--- config.mk ---
export PLATFORM = sky130hd
export DESIGN_NAME = genel_bolucu
export DESIGN_NICKNAME = d
export VERILOG_FILES = /design/src/rtl/genel_bolucu.sv
export SDC_FILE = /design/constraint.sdc
export NUM_CORES = 1
export LEC_CHECK = 0
export ABC_AREA = 0
export BUFFER_PORTS_ARGS = -buffer_cell sky130_fd_sc_hd__buf_2
export CAP_MARGIN = 20
export CORE_MARGIN = 2
export CORE_UTILIZATION = 25
export DETAILED_ROUTE_END_ITERATION = 16
export PLACE_DENSITY = 0.37
export SKIP_CTS_REPAIR_TIMING = 1
export SYNTH_ARGS = -nofsm -noshare
export SYNTH_HDL_FRONTEND = slang
export SYNTH_SLANG_ARGS = --single-unit
--- constraint.sdc ---
create_clock -name clk_i -period 16.95 [get_ports clk_i]
set_input_delay 1.695 -clock clk_i [delete_from_list [all_inputs] [get_ports clk_i]]
set_output_delay 1.695 -clock clk_i [all_outputs]
set_load 0.005 [all_outputs]
--- src/rtl/genel_bolucu.sv ---
// genel_bolucu: restoring integer divider, BIT_PER_CYCLE quotient bits per cycle (rev 1.0).
// Optional GENEL_BOLUCU_ERKEN_CIKIS_EN: skip leading-zero digit groups of |dividend|.
`default_nettype none

module genel_bolucu #(
  parameter int VERI_BIT      = 32,
  parameter int BIT_PER_CYCLE = 2
) (
  input  logic                clk_i,
  input  logic                rst_ni,
  input  logic [3:0]          islev_kodu_i,
  input  logic [VERI_BIT-1:0] islec0_i,
  input  logic [VERI_BIT-1:0] islec1_i,
  input  logic                islem_gecerli_i,
  output logic                islem_hazir_o,
  input  logic                iptal_i,
  output logic [VERI_BIT-1:0] bolum_o,
  output logic [VERI_BIT-1:0] kalan_o,
  output logic                sonuc_gecerli_o,
  input  logic                sonuc_hazir_i
);

  localparam int c_TUR     = VERI_BIT / BIT_PER_CYCLE;
  localparam int c_SAYAC_W = $clog2(c_TUR + 1);

  typedef enum logic [1:0] {
    BEKLE  = 2'd0,
    BOL    = 2'd1,
    DUZELT = 2'd2,
    SONUC  = 2'd3
  } durum_t;

  durum_t                r_durum;
  logic [VERI_BIT-1:0]   r_bolum;
  logic [VERI_BIT-1:0]   r_kalan;
  logic                  r_sonuc_gecerli;
  logic [VERI_BIT-1:0]   r_bolunen;
  logic [VERI_BIT-1:0]   r_artik;
  logic [VERI_BIT-1:0]   r_bolen;
  logic                  r_neg_q;
  logic                  r_neg_r;
  logic [c_SAYAC_W-1:0]  r_sayac;

  logic                  w_isaretli;
  logic                  w_tek_sicak;
  logic                  w_a_neg;
  logic                  w_b_neg;
  logic [VERI_BIT-1:0]   w_mutlak_a;
  logic [VERI_BIT-1:0]   w_mutlak_b;
  logic                  w_sifir_bolen;
  logic                  w_tasma;
  logic [c_SAYAC_W-1:0]  w_tur;
  logic [VERI_BIT-1:0]   w_bolunen_ilk;

  assign w_isaretli    = islev_kodu_i[0] | islev_kodu_i[2];
  assign w_tek_sicak   = (islev_kodu_i == 4'h1) || (islev_kodu_i == 4'h2) ||
                         (islev_kodu_i == 4'h4) || (islev_kodu_i == 4'h8);
  assign w_a_neg       = w_isaretli & islec0_i[VERI_BIT-1];
  assign w_b_neg       = w_isaretli & islec1_i[VERI_BIT-1];
  assign w_mutlak_a    = w_a_neg ? -islec0_i : islec0_i;
  assign w_mutlak_b    = w_b_neg ? -islec1_i : islec1_i;
  assign w_sifir_bolen = ~|islec1_i;
  assign w_tasma       = w_isaretli && (islec0_i == {1'b1, {(VERI_BIT-1){1'b0}}}) && (&islec1_i);

`ifdef GENEL_BOLUCU_ERKEN_CIKIS_EN
  // Highest non-zero digit group sets the iteration count; the dividend is pre-aligned to it.
  always_comb begin
    w_tur = c_SAYAC_W'(1);
    for (int g = 0; g < c_TUR; g++) begin
      if (|w_mutlak_a[g*BIT_PER_CYCLE +: BIT_PER_CYCLE]) begin
        w_tur = c_SAYAC_W'(g + 1);
      end
    end
  end
  assign w_bolunen_ilk = w_mutlak_a << (BIT_PER_CYCLE * (c_TUR - int'(w_tur)));
`else
  assign w_tur         = c_SAYAC_W'(c_TUR);
  assign w_bolunen_ilk = w_mutlak_a;
`endif

  // Partial remainder stays below the divisor, so a (VERI_BIT+1)-bit difference's MSB is the borrow.
  logic [VERI_BIT-1:0] w_art [0:BIT_PER_CYCLE];
  logic [VERI_BIT-1:0] w_blm [0:BIT_PER_CYCLE];

  assign w_art[0] = r_artik;
  assign w_blm[0] = r_bolunen;

  for (genvar k = 0; k < BIT_PER_CYCLE; k++) begin : g_adim
    logic [VERI_BIT:0] w_aday;
    logic [VERI_BIT:0] w_fark;
    assign w_aday     = {w_art[k], w_blm[k][VERI_BIT-1]};
    assign w_fark     = w_aday - {1'b0, r_bolen};
    assign w_art[k+1] = w_fark[VERI_BIT] ? w_aday[VERI_BIT-1:0] : w_fark[VERI_BIT-1:0];
    assign w_blm[k+1] = {w_blm[k][VERI_BIT-2:0], ~w_fark[VERI_BIT]};
  end

  always_ff @(posedge clk_i) begin
    if (!rst_ni) begin
      r_durum         <= BEKLE;
      r_bolum         <= '0;
      r_kalan         <= '0;
      r_sonuc_gecerli <= 1'b0;
      r_bolunen       <= '0;
      r_artik         <= '0;
      r_bolen         <= '0;
      r_neg_q         <= 1'b0;
      r_neg_r         <= 1'b0;
      r_sayac         <= '0;
    end else if (iptal_i) begin
      r_durum         <= BEKLE;
      r_sonuc_gecerli <= 1'b0;
    end else begin
      case (r_durum)
        BEKLE: begin
          if (islem_gecerli_i) begin
            r_neg_q   <= w_a_neg ^ w_b_neg;
            r_neg_r   <= w_a_neg;
            r_bolunen <= w_bolunen_ilk;
            r_bolen   <= w_mutlak_b;
            r_artik   <= '0;
            r_sayac   <= w_tur;
            if (!w_tek_sicak) begin
              r_bolum         <= '0;
              r_kalan         <= '0;
              r_sonuc_gecerli <= 1'b1;
              r_durum         <= SONUC;
            end else if (w_sifir_bolen) begin
              r_bolum         <= '1;
              r_kalan         <= islec0_i;
              r_sonuc_gecerli <= 1'b1;
              r_durum         <= SONUC;
            end else if (w_tasma) begin
              r_bolum         <= islec0_i;
              r_kalan         <= '0;
              r_sonuc_gecerli <= 1'b1;
              r_durum         <= SONUC;
            end else begin
              r_durum <= BOL;
            end
          end
        end
        BOL: begin
          r_artik   <= w_art[BIT_PER_CYCLE];
          r_bolunen <= w_blm[BIT_PER_CYCLE];
          r_sayac   <= r_sayac - c_SAYAC_W'(1);
          if (r_sayac == c_SAYAC_W'(1)) begin
            r_durum <= DUZELT;
          end
        end
        DUZELT: begin
          r_bolum         <= r_neg_q ? -r_bolunen : r_bolunen;
          r_kalan         <= r_neg_r ? -r_artik : r_artik;
          r_sonuc_gecerli <= 1'b1;
          r_durum         <= SONUC;
        end
        SONUC: begin
          if (sonuc_hazir_i) begin
            r_sonuc_gecerli <= 1'b0;
            r_durum         <= BEKLE;
          end
        end
        default: begin
          r_durum <= BEKLE;
        end
      endcase
    end
  end

  assign islem_hazir_o   = (r_durum == BEKLE) && !iptal_i;
  assign bolum_o         = r_bolum;
  assign kalan_o         = r_kalan;
  assign sonuc_gecerli_o = r_sonuc_gecerli;

endmodule

`default_nettype wire

==> key figures, run 1 <==
Run status
  – Status: finished clean

Pwr
  – Maximum vdd drop: 0.138 mV
  – Share of power burned in registers: 17.3%
  – Logic pwr share: 66.8%
  – Clock Power Share: 15.9%
  – Switch share: 47.0%
  – Final total power: 2.85 mW
  – P_int: 1.51 mW
  – Net Sw Power: 1.34 mW
  – PD cells: 184 nW/µm²
  – LEAKAGE: 6.21 nW

Place
  – Placed wire-length estimate: 37900 µm
  – Port buffer count: 138
  – Place WS: 9.81 ns
  – RePlAce Congestion: 0.894

Floorplanning
  – Die Ht: 237 µm
  – Core area: 53600 µm²
  – Initial Utilization: 25.2%
  – # IOs: 139
  – Site row count: 85
  – Die Wd: 237 µm
  – Die area: 56000 µm²

STA
  – Fin crit share: 42.2%
  – Final min period: 7.15 ns
  – RSZ-0062 raised after global routing: no
  – Fmax: 0.140 GHz
  – Final Hold Fails: 0
  – Least-Margin Pin Slew: 1.09 ns
  – Clk_skew: 0.0152 ns
  – Final setup violation count: 0
  – Setup WS post-layout: 9.80 ns
  – Min Hold Slack: 0.458 ns
  – Setup Total Neg Slack: 0 ns
  – Max transition margin: 26.6%
  – Fin. max-slew vios: 0

Clock tree
  – Clock sink count: 170
  – Clock transition at path regs: 0.07 ns
  – Clk buf depth: 2
  – Worst skew pair latency: 0.50 ns
  – CTS tree: done
  – Clk root buf: clkbuf_16
  – CTS Buf Count: 17
  – Max H-tree Level: 4

Synth
  – Top cell type's share of synthesized area: 25.2%
  – Syn nets: 1930
  – YS warnings: 0
  – Ys async rst share: 0%
  – XOR/XNOR Fraction of Synth Area: 11.4%
  – Seq/Total Area, Yosys: 25.2%
  – Post-Syn Instances: 1779
  – Simple-gate share of the synthesized area: 18.8%
  – Largest family of logic cells by synthesized area: compound AO/OA/AOI/OAI gates
  – Unique masters post-synth: 75
  – Dominant cells by area after synthesis: dfxtp_1 25%, ha_1 7.0%, xnor2_1 6.7%, a21oi_1 5.8%, o21ai_0 5.8%
  – List of most frequent post-synthesis cells: 170 x dfxtp_1, 170 x nor2_1, 158 x a21oi_1
  – Synthesized area: 13500 µm²
  – Synth Area in Adders: 7.33%
  – Ys flop type: dfxtp_1
  – Synth area leader: dfxtp_1
  – Synthesis-stage register bit count: 170
  – Post-synth EDFFs: 0
  – Mux contribution to synthesized area: 4.61%
  – Synth Area in Compound Gates: 27.7%
  – Syn avg cell area: 7.60 µm²

Route
  – Iter 0 DRT Violations: 813
  – Total Wirelength: 49800 µm
  – Antenna-violating nets left: 0
  – Routed length per instance: 19.5 µm
  – Via density: 5.08
  – First-pass detailed-route iteration total: 5
  – # DRC: 0
  – Vias: 13000

Cells and area
  – Final nets: 2001
  – Core Util, Final: 28.9%
  – Synthesis-to-finish area growth: 14.6%
  – Number of inserted diodes: 0
  – Layout cells sized above 1: 13.0%

Worst setup path
  – Crit. End Element: register
  – Critical Path AT: 7.51 ns
  – Critical Path RT: 17.31 ns
  – FF-to-FF setup slack: 9.80 ns
  – R2r endpoint: r_artik[8]
  – CP Max Fanout: 40
  – Crit path kind: register to register
  – Worst r2r path cells: 26
  – Critical Path Source Type: register
  – RR Startpoint: r_bolunen[31]

Min path
  – Hold endpoint: r_bolen[20]
  – Hold depth: 2
  – HP Class: register to register
  – Worst hold start: r_bolen[20]

Global routing
  – Initial antenna violation count: 0
  – Vias in the first global route: 12600
  – GR Overflow Total: 0
  – Pin count of the biggest net entering global routing: 76
  – First-pass GRT wire length: 75900 µm
  – All-layer global routing usage: 17.8%

Run
  – Max Cap Viol: 0
-- power groups by stage --
stage,registers [mW],clock network (mW),logic [mW]
finish,0.494,0.454,1.91
global placement,0.504,0,1.93
CTS,0.495,0.472,1.92
detailed placement,0.505,0,1.91
global route,0.501,0.485,2.11
floorplan,0.481,0,1.50
-- metal layers --
layer | share of wire (%) | up-vias | GRT usage [%]
met4 | 1.8 | 0 | 4.62
met5 | 0 | - | 0
met3 | 4.3 | 45 | 3.53
met2 | 45 | 244 | 28.2
met1 | 49 | 6147 | 24.5
li1 | - | 6562 | -
-- area by class of cell --
| class | instances | area (µm²) |
|---|---|---|
| inverter | 69 | 259 |
| tap | 696 | 871 |
| fill | 5904 | 38100 |
| multi-input combinational | 1436 | 9470 |
| clock buffer | 18 | 439 |
| sequential | 170 | 3400 |
| clock inverter | 14 | 208 |
| timing repair buffer | 156 | 846 |
-- worst max path at each step --
| stage | from | end | slack (ns) | cells after the start |
|---|---|---|---|---|
| 6_report | r_bolunen[31] | r_artik[8] | 9.80 | 26 |
| 5_1_grt | r_bolunen[31] | r_artik[9] | 9.27 | 26 |
| 4_1_cts | r_bolunen[31] | r_artik[13] | 9.79 | 26 |
| 3_5_place_dp | r_bolunen[31] | r_artik[13] | 9.81 | 26 |
| 3_3_place_gp | r_bolunen[31] | r_artik[10] | 9.96 | 26 |
| 2_1_floorplan | r_bolunen[31] | r_artik[21] | 11.19 | 28 |
-- critical path: stages (launching register included) --
cell and delay, ns:
dfxtp_1 0.34, inv_1 0.09, ha_1 0.17, inv_1 0.06
fa_1 0.40, a21o_1 0.18, a2bb2oi_1 0.35, a211oi_2 0.18
o41ai_4 0.44, o21ai_4 0.12, a31oi_4 0.21, xnor2_4 0.13
buf_4 0.48, mux2_2 0.42, ha_1 0.39, and3_1 0.26
a221oi_1 0.35, o21ai_0 0.17, a21oi_1 0.12, o21ai_1 0.18
a31oi_1 0.26, nor2b_1 0.23, o21ai_1 0.18, xnor2_4 0.38
buf_4 0.50, mux2i_1 0.28, o21ai_1 0.08
-- stage by stage --
| step | instance area (µm²) | cells |
|---|---|---|
| 3_5_place_dp | 14800 | 2526 |
| 4_1_cts | 15500 | 2558 |
| 5_1_grt | 15500 | 2559 |
| 3_3_place_gp | 14800 | 2526 |
| 6_report | 15500 | 2559 |
| 2_1_floorplan | 13500 | 1779 |
-- registers in the layout, indices dropped and copies added, names as in the netlist --
register and flops:
bolum_o 32, kalan_o 32, r_artik 32, r_bolen 32, r_bolunen 32, r_durum 2, r_neg_q 1, r_neg_r 1
r_sayac 5, sonuc_gecerli_o 1
-- cells in the final DEF, fill, tap and decap left out, types with 16 or more instances in the layout --
cell and count:
mux2_2 24, a21o_1 34, a211oi_1 48, or3_1 22
a22oi_1 26, dfxtp_1 170, and2_1 35, o31ai_1 31
o21ai_0 157, xnor2_1 103, a311oi_1 21, buf_2 138
nor3_1 33, clkbuf_16 17, nand4_1 17, nand3_1 23
ha_1 74, nand2_1 156, mux2i_1 33, xor2_1 66
buf_4 17, inv_1 67, a21oi_1 158, o21ai_1 16
nor2_1 169
-- cell families after synthesis --
kind of cell,after synthesis
AO/OA/AOI/OAI,590
buffers and inverters,173
adder cells (fa/ha/maj),78
multiplexers,58
AND/OR/NAND/NOR,539
XOR/XNOR,171
flip-flops,170
Power figures use the tool's default switching activity.
==> inputs of run 2 (changes only) <==
==> constraint.sdc (replaced) <==
create_clock -name clk_i -period 7 [get_ports clk_i]
set_input_delay 0.7 -clock clk_i [delete_from_list [all_inputs] [get_ports clk_i]]
set_output_delay 0.7 -clock clk_i [all_outputs]
set_load 0.005 [all_outputs]
==> run 2 against run 1 <==
Total power rose to 3.6 times the previous value. Highest routed layer unchanged. Clock power up 150%. Sequential power up 130%.
==> key figures, run 2 (synthesis gave the netlist of run 1 again) <==
Worst setup path
  – Worst r2r path cells: 27 (was 26)
  – Critical Path AT: 6.93 ns (was 7.51 ns)
  – CP Max Fanout: 24 (was 40)
  – RR Startpoint: r_bolunen[31] (unchanged)
  – Crit. End Element: register (unchanged)
  – Crit path kind: register to register (unchanged)
  – Critical Path Source Type: register (unchanged)
  – FF-to-FF setup slack: 0.46 ns (was 9.80 ns)
  – Critical Path RT: 7.39 ns (was 17.31 ns)
  – R2r endpoint: r_artik[10] (was r_artik[8])

STA
  – Fmax: 0.153 GHz (was 0.140 GHz)
  – Max transition margin: 29.6% (was 26.6%)
  – Final setup violation count: 0 (unchanged)
  – RSZ-0062 raised after global routing: no (unchanged)
  – Setup Total Neg Slack: 0 ns (unchanged)
  – Clk_skew: 0.0143 ns (was 0.0152 ns)
  – Final Hold Fails: 0 (unchanged)
  – Fin. max-slew vios: 0 (unchanged)
  – Final min period: 6.54 ns (was 7.15 ns)
  – Least-Margin Pin Slew: 1.06 ns (was 1.09 ns)
  – Fin crit share: 93.4% (was 42.2%)

Floorplanning
  – Site row count: 85 (unchanged)
  – # IOs: 139 (unchanged)
  – Core area: 53600 µm² (unchanged)
  – Die area: 56000 µm² (unchanged)
  – Initial Utilization: 25.2% (unchanged)
  – Die Wd: 237 µm (unchanged)
  – Die Ht: 237 µm (unchanged)

Route
  – First-pass detailed-route iteration total: 5 (unchanged)
  – # DRC: 0 (unchanged)
  – Vias: 13000 (about the same)
  – Total Wirelength: 50000 µm (was 49800 µm)
  – Routed length per instance: 19.3 µm (was 19.5 µm)
  – Via density: 5.01 (was 5.08)
  – Iter 0 DRT Violations: 607 (was 813)
  – Antenna-violating nets left: 0 (unchanged)

Global routing
  – All-layer global routing usage: 17.8% (about the same)
  – GR Overflow Total: 0 (unchanged)
  – Initial antenna violation count: 1 (was 0)
  – Vias in the first global route: 12600 (about the same)
  – First-pass GRT wire length: 76400 µm (was 75900 µm)
  – Pin count of the biggest net entering global routing: 75 (was 76)

Cells and area
  – Number of inserted diodes: 0 (unchanged)
  – Reg area: 3400 µm² (unchanged)
  – Layout cells sized above 1: 14.2% (was 13.0%)
  – Final Cell Area: 15700 µm² (was 15500 µm²)
  – Filler cell count: 5884 (was 5904)
  – Final nets: 2028 (was 2001)
  – Commonest non-fill, non-tap cell in the layout: dfxtp_1 (unchanged)
  – Most frequent cells in the layout: 170 x dfxtp_1, 169 x nor2_1, 158 x a21oi_1, 157 x o21ai_0, 156 x nand2_1 (unchanged)
  – Multi-input gate area: 9470 µm² (about the same)
  – Synthesis-to-finish area growth: 16.4% (was 14.6%)

Min path
  – HP Class: register to register (unchanged)
  – Hold depth: 2 (unchanged)
  – Worst hold start: r_bolen[18] (was r_bolen[20])
  – Hold endpoint: r_bolen[18] (was r_bolen[20])

Clock tree
  – CTS tree: done (unchanged)
  – CTS Buf Count: 17 (unchanged)
  – Worst skew pair latency: 0.50 ns (about the same)
  – Clk buf depth: 2 (unchanged)
  – Clk root buf: clkbuf_16 (unchanged)
  – Clock sink count: 170 (unchanged)
  – Max H-tree Level: 4 (unchanged)
  – Clock transition at path regs: 0.07 ns (about the same)

Place
  – Port buffer count: 138 (unchanged)
  – RePlAce Congestion: 0.802 (was 0.894)
  – Area after DPL: 15000 µm² (was 14800 µm²)
  – Placed wire-length estimate: 38400 µm (was 37900 µm)

Pwr
  – PD cells: 655 nW/µm² (was 184 nW/µm²)
  – LEAKAGE: 6.37 nW (was 6.21 nW)
  – Final total power: 10.3 mW (was 2.85 mW)
  – Maximum vdd drop: 0.586 mV (was 0.138 mV)

Run
  – Max Cap Viol: 0 (unchanged)

Run status
  – Status: finished clean (unchanged)
run 2: how the worst max path moves through the flow:
stage                       start          end  slack (ns)  cells past startpoint
detailed placement  r_bolunen[31]   r_artik[9]        0.40                     26
global placement    r_bolunen[31]  r_artik[10]        0.48                     26
floorplan           r_bolunen[31]  r_artik[21]        1.24                     28
global route        r_bolunen[31]  r_artik[14]      0.0005                     27
CTS                 r_bolunen[31]   r_artik[9]        0.37                     26
finish              r_bolunen[31]  r_artik[10]        0.46                     27
run 2: worst max-delay path, cell delays in order, from the launching register on:
cell       delay, ns
dfxtp_1         0.33
inv_1           0.08
ha_1            0.18
inv_1           0.06
fa_1            0.39
a21o_1          0.19
a2bb2oi_1       0.28
a211oi_2        0.17
o41ai_4         0.44
o21ai_4         0.13
a31oi_4         0.21
xnor2_4         0.35
buf_4           0.27
mux2_2          0.36
ha_1            0.38
nand2_1         0.13
nor2_1          0.18
nand4_1         0.13
or3_1           0.32
o21ai_1         0.36
a31oi_1         0.17
nor2b_1         0.18
o21ai_1         0.31
xnor2_4         0.18
buf_12          0.15
buf_12          0.16
nor2_1          0.07
a221o_1         0.25
run 2: where the power goes:
part           internal, mW  switching (mW)
Combinational          3.80            4.25
Clock                 0.626           0.493
Sequential             1.06          0.0862
run 2: area by class of cell:
cell class                      count  area share [%]
Multi-Input combinational cell   1436            60.1
Sequential cell                   170            21.6
Timing Repair Buffer              183            6.90
Tap cell                          696            5.53
Clock inverter                     13            1.29
Inverter                           69            1.65
Clock buffer                       19            2.88
run 2: stage by stage:
| step | cells | hold WS, ns | setup slack (ns) | utilization (%) |
|---|---|---|---|---|
| global placement | 2548 | 0.444 | 0.477 | 28.0 |
| floorplan | 1779 | 0.432 | 1.24 | - |
| CTS | 2580 | 0.461 | 0.371 | 29.2 |
| detailed placement | 2548 | 0.453 | 0.397 | 28.0 |
| finish | 2586 | 0.454 | 0.459 | 29.4 |
| global route | 2586 | 0.494 | 0.000496 | 29.4 |
run 2: metal layers:
metal	share of wire [%]	global-route usage, %	vias up
met5	0	0	-
met4	2.2	5.85	0
met3	3.0	3.10	44
met2	45	28.6	199
met1	50	24.2	6119
li1	-	-	6601
==> inputs of run 3 (changes only) <==
--- a/config.mk
+++ b/config.mk
@@ -8,9 +8,9 @@
 export ABC_AREA = 0
 export BUFFER_PORTS_ARGS = -buffer_cell sky130_fd_sc_hd__buf_2
 export CAP_MARGIN = 20
-export CORE_MARGIN = 2
 export CORE_UTILIZATION = 25
 export DETAILED_ROUTE_END_ITERATION = 16
+export HOLD_SLACK_MARGIN = 0.12
 export PLACE_DENSITY = 0.37
 export SKIP_CTS_REPAIR_TIMING = 1
 export SYNTH_ARGS = -nofsm -noshare
==> run 3 against run 2 <==
Largest cell class unchanged. Fmax increased by 0.62%. Clock skew decreased by 0.0027 ns. Sequential share of layout area about the same. Final area about the same. Count of clock-buffer cells in the layout decreased by 2. Critical endpoint unchanged. Critical path depth decreased by 1. Die area decreased by 1.7%.
==> key figures, run 3 (synthesis gave the netlist of run 1 again) <==
Run status
  – Status: finished clean (unchanged)

Cells and area
  – Final nets: 2039 (was 2028)
  – Layout cells sized above 1: 14.9% (was 14.2%)
  – Commonest non-fill, non-tap cell in the layout: dfxtp_1 (unchanged)
  – Number of inserted diodes: 0 (unchanged)
  – Most frequent cells in the layout: 170 x dfxtp_1, 169 x nor2_1, 158 x a21oi_1, 157 x o21ai_0, 156 x nand2_1 (unchanged)
  – Layout Cells excl Fill: 2589 (was 2586)
  – Synthesis-to-finish area growth: 16.5% (was 16.4%)

Clock tree
  – Worst skew pair latency: 0.50 ns (about the same)
  – CTS Buf Count: 17 (unchanged)
  – Clock transition at path regs: 0.08 ns (was 0.07 ns)
  – Clock sink count: 170 (unchanged)
  – Clk root buf: clkbuf_16 (unchanged)
  – CTS tree: done (unchanged)
  – Clk buf depth: 2 (unchanged)
  – Max H-tree Level: 4 (unchanged)

Floorplanning
  – Initial Utilization: 25.5% (was 25.2%)
  – Die Wd: 235 µm (was 237 µm)
  – Site row count: 84 (was 85)
  – Die area: 55000 µm² (was 56000 µm²)
  – Core area: 53000 µm² (was 53600 µm²)
  – # IOs: 139 (unchanged)
  – Die Ht: 235 µm (was 237 µm)

Global routing
  – Initial antenna violation count: 1 (unchanged)
  – First-pass GRT wire length: 76700 µm (was 76400 µm)
  – GR Overflow Total: 0 (unchanged)
  – Pin count of the biggest net entering global routing: 64 (was 75)
  – All-layer global routing usage: 18.6% (was 17.8%)
  – Vias in the first global route: 12500 (was 12600)

STA
  – Clk_skew: 0.0116 ns (was 0.0143 ns)
  – Fin. max-slew vios: 0 (unchanged)
  – Setup Total Neg Slack: 0 ns (unchanged)
  – Fmax: 0.154 GHz (was 0.153 GHz)
  – Final Hold Fails: 0 (unchanged)
  – Final min period: 6.50 ns (was 6.54 ns)
  – Max transition margin: 29.7% (was 29.6%)
  – Least-Margin Pin Slew: 1.04 ns (was 1.06 ns)
  – Setup WS post-layout: 0.500 ns (was 0.459 ns)
  – Final setup violation count: 0 (unchanged)
  – Fin crit share: 92.9% (was 93.4%)
  – RSZ-0062 raised after global routing: no (unchanged)

Route
  – Vias: 13100 (was 13000)
  – Antenna-violating nets left: 0 (unchanged)
  – First-pass detailed-route iteration total: 5 (unchanged)
  – # DRC: 0 (unchanged)
  – Iter 0 DRT Violations: 748 (was 607)
  – Total Wirelength: 50600 µm (was 50000 µm)
  – Routed length per instance: 19.5 µm (was 19.3 µm)
  – Via density: 5.05 (was 5.01)

Place
  – Total placed cells including tap cells: 2550 (was 2548)
  – Place WS: 0.282 ns (was 0.397 ns)
  – RePlAce Congestion: 0.803 (was 0.802)
  – Placed wire-length estimate: 39000 µm (was 38400 µm)
  – Port buffer count: 138 (unchanged)

Worst setup path
  – Critical Path RT: 7.39 ns (about the same)
  – Critical Path AT: 6.89 ns (was 6.93 ns)
  – Crit path kind: register to register (unchanged)
  – Critical Path Source Type: register (unchanged)
  – CP Max Fanout: 23 (was 24)
  – Crit. End Element: register (unchanged)

Run
  – Max Cap Viol: 0 (unchanged)

Min path
  – HP Class: register to register (unchanged)
[run 3: cell count changes in the layout (fill, tap and decap cells not counted), sizes merged]
cell	delta
buf	+11
clkinv	+3
bufinv	-1
inv	-1
clkinvlp	+1
clkbuf	-2
[run 3: worst max-delay path, cell delays in order, from the launching register on]
cell and delay, ns:
dfxtp_1 0.34, inv_1 0.09, ha_1 0.17, inv_1 0.05, fa_1 0.39, a21o_1 0.19, a2bb2oi_1 0.26, a211oi_2 0.15
o41ai_4 0.43, o21ai_4 0.12, a31oi_4 0.22, xnor2_4 0.35, buf_4 0.36, mux2_2 0.39, ha_1 0.36, a21o_1 0.21
a31oi_1 0.18, o21ai_0 0.16, a21oi_1 0.19, o21ai_2 0.12, a31oi_1 0.24, nor2b_1 0.23, o21ai_1 0.17, xnor2_4 0.43
buf_12 0.26, nor2_1 0.07, a221o_1 0.25
[run 3: path summary, 6_finish.rpt]
| path | start | to | slack, ns | cells past startpoint |
|---|---|---|---|---|
| worst max register to register | r_bolunen[31] | r_artik[10] | 0.50 | 26 |
| worst max-delay path | r_bolunen[31] | r_artik[10] | 0.50 | 26 |
| worst min-delay path | r_bolen[18] | r_bolen[18] | 0.45 | 2 |
| worst min register to register | r_bolen[18] | r_bolen[18] | 0.45 | 2 |
[run 3: area by class of cell]
class	instances	area (µm²)
Timing Repair Buffer	194	1140
Fill cell	5857	37200
Clock inverter	15	189
Sequential cell	170	3400
Clock buffer	17	425
Tap cell	688	861
Inverter	69	259
Multi-Input combinational cell	1436	9480
[run 3: per-stage QoR]
stage / area (µm²) / hold slack [ns] / util (%)
after detailed placement: 15100 / 0.447 / 28.5
after global placement: 15100 / 0.442 / 28.5
after global routing: 15700 / 0.466 / 29.7
after CTS: 15700 / 0.455 / 29.6
final: 15700 / 0.453 / 29.7
after floorplan: 13500 / 0.432 / -
[run 3: per-layer routing]
layer / part of all wire [%] / vias to the layer above / GRT usage [%]
li1: - / 6647 / -
met1: 48 / 6143 / 24.8
met2: 46 / 232 / 30.1
met3: 3.5 / 56 / 3.28
met4: 2.3 / 2 / 6.29
met5: 0.026 / - / 0
Power of run 3 is not shown: default switching activity piles up to over one toggle a cycle in this logic, so the estimate is an artifact.
